<file path="config.mk">
export PLATFORM = sky130hd
export DESIGN_NAME = mem_arbiter
export DESIGN_NICKNAME = d
export VERILOG_FILES = /design/src/rtl/mem_arb_pkg.sv /design/src/rtl/mem_arbiter_rr.sv /design/src/rtl/mem_arbiter.sv
export SDC_FILE = /design/constraint.sdc
export NUM_CORES = 1
export LEC_CHECK = 0
export CAP_MARGIN = 10
export CORE_AREA = 2 2 127 129
export DETAILED_ROUTE_END_ITERATION = 7
export DIE_AREA = 0 0 129 131
export GPL_ROUTABILITY_DRIVEN = 0
export PLACE_DENSITY = 0.51
export SLEW_MARGIN = 5
export SYNTH_ARGS = -nofsm -noshare
export SYNTH_HDL_FRONTEND = slang
export SYNTH_SLANG_ARGS = --single-unit
export TNS_END_PERCENT = 30
</file>
<file path="constraint.sdc">
create_clock -name CLK -period 1.56 [get_ports CLK]
set_input_delay 0.312 -clock CLK [delete_from_list [all_inputs] [get_ports CLK]]
set_output_delay 0.312 -clock CLK [all_outputs]
set_load 0.02 [all_outputs]
</file>
<file path="src/rtl/mem_arb_pkg.sv">
// Shared types for the RAM port arbiter.
// Arbiter states, requester ids and word aliases.
package mem_arb_pkg;

  typedef enum logic [1:0] {
    IDLE,
    GNT_D,
    GNT_I0,
    GNT_I1
  } arbState;

  localparam logic [1:0] REQ_D  = 2'd0;
  localparam logic [1:0] REQ_I0 = 2'd1;
  localparam logic [1:0] REQ_I1 = 2'd2;

  typedef logic [31:0] word_t;
  typedef logic [31:0] addr_t;

endpackage

</file>
<file path="src/rtl/mem_arbiter_rr.sv">
// Two-way round-robin pick for the icache requesters.
// Pointer flips to the other core after each completed word.
module rr_arbiter2 (
  input  logic       clk_i,
  input  logic       rst_i,
  input  logic [1:0] req_i,
  input  logic       done_i,
  input  logic       done_idx_i,
  output logic       gnt_valid_o,
  output logic       gnt_idx_o
);

  logic ptr_q, ptr_d;

  // Next pointer: the core just served goes to the back.
  always_comb begin
    ptr_d = ptr_q;
    if (done_i) ptr_d = ~done_idx_i;
  end

  // Pointer register, core 0 first after reset.
  always_ff @(posedge clk_i) begin
    if (rst_i) ptr_q <= 1'b0;
    else       ptr_q <= ptr_d;
  end

  // Single requester wins outright, ties go by pointer.
  always_comb begin
    gnt_valid_o = |req_i;
    gnt_idx_o   = 1'b0;
    unique case (req_i)
      2'b10:   gnt_idx_o = 1'b1;
      2'b11:   gnt_idx_o = ptr_q;
      default: gnt_idx_o = 1'b0;
    endcase
  end

endmodule

</file>
<file path="src/rtl/mem_arbiter.sv">
// RAM port arbiter: coherence D port plus two icaches.
// MEM_ARB_STARVE_GUARD_EN lets waiting icaches pre-empt D.
module mem_arbiter
  import mem_arb_pkg::*;
#(
  parameter int ADDR_W       = 32,
  parameter int DATA_W       = 32,
  parameter int STARVE_LIMIT = 4
) (
  input  logic                CLK,
  input  logic                RST,
  input  logic                d_ren,
  input  logic                d_wen,
  input  logic [ADDR_W-1:0]   d_addr,
  input  logic [DATA_W-1:0]   d_store,
  output logic                d_wait,
  output logic [DATA_W-1:0]   d_load,
  input  logic [1:0]          i_ren,
  input  logic [2*ADDR_W-1:0] i_addr,
  output logic [1:0]          i_wait,
  output logic [2*DATA_W-1:0] i_load,
  output logic                ram_ren,
  output logic                ram_wen,
  output logic [ADDR_W-1:0]   ram_addr,
  output logic [DATA_W-1:0]   ram_store,
  input  logic [DATA_W-1:0]   ram_load,
  input  logic                ram_wait
);

  arbState state_q;

  logic d_req;
  logic i_any;
  logic i_done;
  logic pick_v;
  logic pick_idx;
  logic guard_hit;

  assign d_req = d_ren | d_wen;
  assign i_any = |i_ren;

  assign i_done =
    ((state_q == GNT_I0) & i_ren[0] & ~ram_wait) |
    ((state_q == GNT_I1) & i_ren[1] & ~ram_wait);

  rr_arbiter2 u_rr (
    .clk_i       (CLK),
    .rst_i       (RST),
    .req_i       (i_ren),
    .done_i      (i_done),
    .done_idx_i  (state_q == GNT_I1),
    .gnt_valid_o (pick_v),
    .gnt_idx_o   (pick_idx)
  );

`ifdef MEM_ARB_STARVE_GUARD_EN
  localparam int CW = $clog2(STARVE_LIMIT + 1);
  localparam logic [CW-1:0] LIM = CW'(STARVE_LIMIT);

  logic [CW-1:0] starve_q, starve_d;
  logic          d_entry, i_entry;

  assign guard_hit = (starve_q >= LIM) & i_any;
  assign d_entry   = (state_q == IDLE) & d_req & ~guard_hit;
  assign i_entry   = (state_q == IDLE) & ~d_entry & i_any;

  // Count D wins taken over a waiting icache, saturating.
  always_comb begin
    starve_d = starve_q;
    if (i_entry)
      starve_d = '0;
    else if (d_entry & i_any & (starve_q < LIM))
      starve_d = starve_q + CW'(1);
  end

  // Starvation counter register.
  always_ff @(posedge CLK) begin
    if (RST) starve_q <= '0;
    else     starve_q <= starve_d;
  end
`else
  logic [31:0] unused_limit;
  assign unused_limit = STARVE_LIMIT;
  assign guard_hit    = 1'b0;
`endif

  // Grant FSM: D locks while requesting, icaches get one word.
  always_ff @(posedge CLK) begin
    if (RST) begin
      state_q <= IDLE;
    end else begin
      unique case (state_q)
        IDLE: begin
          if (d_req & ~guard_hit)
            state_q <= GNT_D;
          else if (pick_v)
            state_q <= pick_idx ? GNT_I1 : GNT_I0;
        end
        GNT_D: begin
          if (!d_req) state_q <= IDLE;
        end
        GNT_I0: begin
          if (!i_ren[0] || !ram_wait)
            state_q <= IDLE;
        end
        GNT_I1: begin
          if (!i_ren[1] || !ram_wait)
            state_q <= IDLE;
        end
        default: state_q <= IDLE;
      endcase
    end
  end

  // RAM mux and completion strobes for the granted requester.
  always_comb begin
    ram_ren   = 1'b0;
    ram_wen   = 1'b0;
    ram_addr  = '0;
    ram_store = '0;
    d_wait    = 1'b1;
    d_load    = '0;
    i_wait    = 2'b11;
    i_load    = '0;
    unique case (state_q)
      GNT_D: begin
        ram_addr  = d_addr;
        ram_store = d_store;
        ram_wen   = d_wen;
        ram_ren   = d_ren & ~d_wen;
        if (d_req && !ram_wait) begin
          d_wait = 1'b0;
          d_load = ram_load;
        end
      end
      GNT_I0: begin
        ram_addr = i_addr[ADDR_W-1:0];
        ram_ren  = i_ren[0];
        if (i_ren[0] && !ram_wait) begin
          i_wait[0]            = 1'b0;
          i_load[DATA_W-1:0]   = ram_load;
        end
      end
      GNT_I1: begin
        ram_addr = i_addr[2*ADDR_W-1:ADDR_W];
        ram_ren  = i_ren[1];
        if (i_ren[1] && !ram_wait) begin
          i_wait[1]                = 1'b0;
          i_load[2*DATA_W-1:DATA_W] = ram_load;
        end
      end
      default: ;
    endcase
  end

endmodule

</file>
==> impl_metrics.toml <==
[critical_path]
path_class = "flip-flop to output pin"
crit_path_start = "state_q[0]"
cp.arrival_ps = 1610
r2r-end = "u_rr.ptr_q"
required_ps = 1250
critPathCaptureType = "output pin"
path_max_fanout = 5
reg2reg_slack_ps = 70
reg2reg_from = "state_q[0]"
startpoint_type = "flip-flop"
crit_end = "ram_addr[5]"
r2r_cells = 7

[sta]
worst_slack_ps = -364
setup_viol_count_final = 164
min_period_ps = 1920
skew_ps = 2.01
slew_headroom = 0.869
tightest_slew_ps = 197
period_share = 1.23
hold_viol = 0
drv_slew = 0
max_freq_mhz = 520
grt_setup_unrepaired = "true"

[status]
violations = "setup timing"
outcome = "finished, violations left"

[logic_synthesis]
synth_warnings = 0
syn-cell-area_mm2 = 0.00179
synth-seq-area-share = 0.0336
ys_top_cells_by_area = "and2_1 (45%), mux2_1 (18%), a22o_1 (16%)"
yosys.area.top_type = "and2_1"
synthCells = 243
synthDistinctLibCells = 24
synthesis.nets = 410
synth_top_cell_area_share = 0.448
synth.ff_latch_count = 3
synth.avg_cell_area_um2 = 7.35

[global_route]
grt_pass1_vias = 3021
grt_overflow = 0
grt_first_pass_wirelength_mm = 16.6
track_usage = 0.126
antenna_found_initial = 0
grt_max_degree = 37

[clocking]
cts_buffers = 3
cts-root-buf = "clkbuf_16"
cts_hold_buf = 0
h-tree-depth = 1
clock-sinks = 3
clk_latency_ps = 230
clkTransAtPathRegs_ps = 30
clk_path_buf_depth = 2
cts_tree = "built"

[routing]
wl_per_cell_um = 16.5
vias = 3163
wl_mm = 13.3
firstDrtPassIters = 4
drt_first_iter_violations = 64
antenna_left = 0
drc = 0
avgViaCountPerCell = 3.92

[layout]
fillers = 1597
drive_above_1_share = 0.495
nNetsFinal = 758
areaGrowthSynthToFinish_pct = 243
design_area_mm2 = 0.00614
antenna-diode-count = 0
stdcell_count = 806

[power]
seq_power_share = 0.042
ir_worst_vdd_uv = 260
pwr-share-clk = 0.200
swShare = 0.334
leakagePower_uw = 0.00281
pwr_density_cell_mw_per_mm2 = 341
p_switching_uw = 699
power.internal_uw = 1390
combPwrFrac = 0.758

[place]
dpl_cell_area_mm2 = 0.00547
portBuffers = 331
place_inst = 785
post-dp-hpwl_mm = 9.75

[job]
drv_cap = 0

[hold_path]
hp-class = "flip-flop to flip-flop"

[die]
num_rows = 46
die_area_mm2 = 0.0169
core_area_mm2 = 0.0156
die_x_um = 129
io_pins = 332
die_y_um = 131
initial_core_util = 0.115
## sequential cells by signal, indices dropped and copies added (netlist names)
register,flops
u_rr.ptr_q,1
state_q,2
## metrics by stage
step / hold WS, ps / utilization / setup slack, ps / power (µW) / setup TNS [ps]
after global placement: 475 / 0.351 / -862 / 1450 / -104880
after CTS: 490 / 0.364 / -469 / 1840 / -58980
after detailed placement: 479 / 0.351 / -841 / 1460 / -106620
final: 489 / 0.393 / -364 / 2090 / -40140
after floorplan: 381 / - / 56.0 / 609 / 0
after global routing: 519 / 0.393 / -402 / 2190 / -47690
## what timing repair did
| item | in CTS | in global routing |
|---|---|---|
| pin swaps | 0 | 2 |
| setup buffers | 2 | 5 |
| cloned | 2 | 8 |
| gates resized for setup | 450 | 563 |
| endpoints found under the setup margin | 164 | 165 |
## placed cells by master, fill, tap and decap left out, types with 2 or more instances in the layout
| master | instances |
|---|---|
| nand3_1 | 2 |
| mux2_4 | 23 |
| a22o_1 | 32 |
| a21oi_1 | 3 |
| buf_12 | 10 |
| clkbuf_2 | 2 |
| buf_16 | 2 |
| mux2_2 | 4 |
| dfxtp_1 | 2 |
| clkdlybuf4s50_1 | 162 |
| inv_1 | 3 |
| clkbuf_16 | 10 |
| buf_2 | 11 |
| nor2_1 | 3 |
| buf_6 | 117 |
| and2_4 | 54 |
| buf_4 | 50 |
| dlygate4sd2_1 | 2 |
| and2_1 | 74 |
| buf_8 | 2 |
| mux2_1 | 6 |
## cell type report
type	instances	area (µm²)	area share
clock buffers	4	78.8	0.0128
inverters	4	15.0	0.00245
multi-input cells	212	1830	0.298
flip-flops and latches	3	63.8	0.0104
well taps	216	270	0.0440
repair buffers	367	3880	0.632
## cell usage after synthesis
master and number:
buf_2 13, a21oi_1 3, nor2b_1 1, inv_1 3
o211ai_1 1, mux2_1 28, nand3_1 2, o21a_1 1
clkbuf_1 4, buf_4 2, nand2b_1 2, nand4_1 1
inv_2 1, buf_1 2, nor3_2 1, mux2_2 5
buf_6 3, nor2_1 4, and4bb_1 1, and4b_1 1
dfxtp_1 3, and2_1 128, a32o_1 1, a22o_1 32
## power by group through the flow
| stage | registers [µW] | clock network, µW | logic [µW] |
|---|---|---|---|
| after floorplan | 83.5 | 0 | 525 |
| after global placement | 89.1 | 0 | 1360 |
| after detailed placement | 89.1 | 0 | 1370 |
| after CTS | 89.6 | 409 | 1350 |
| after global routing | 87.5 | 436 | 1670 |
| final | 87.2 | 419 | 1590 |
## worst min path at each step
stage / start / end / slack, ps / cells after the start
floorplan: RST / state_q[0] / 380 / 1
detailed placement: u_rr.ptr_q / u_rr.ptr_q / 480 / 2
finish: u_rr.ptr_q / u_rr.ptr_q / 490 / 2
global route: u_rr.ptr_q / u_rr.ptr_q / 520 / 2
CTS: u_rr.ptr_q / u_rr.ptr_q / 490 / 2
global placement: u_rr.ptr_q / u_rr.ptr_q / 480 / 2
## logic make-up after synthesis
| kind of cell | after synthesis | share of synthesized area |
|---|---|---|
| mux | 33 | 0.208 |
| compound gates | 38 | 0.179 |
| buf+inv | 28 | 0.0847 |
| flops | 3 | 0.0336 |
| simple gates | 141 | 0.494 |
## layer usage
layer	vias up	GRT usage	share of wire
met4	0	0.0262	0.011
li1	1518	-	-
met1	1477	0.136	0.38
met2	157	0.252	0.54
met3	11	0.0252	0.066
met5	-	0	0
## worst max-delay path, stage by stage (launching register included)
cell	delay, ps
dfxtp_4	360
buf_6	120
buf_12	120
clkbuf_16	160
mux2_4	290
a22o_1	190
buf_6	130
(Power assumes the default switching activity.)
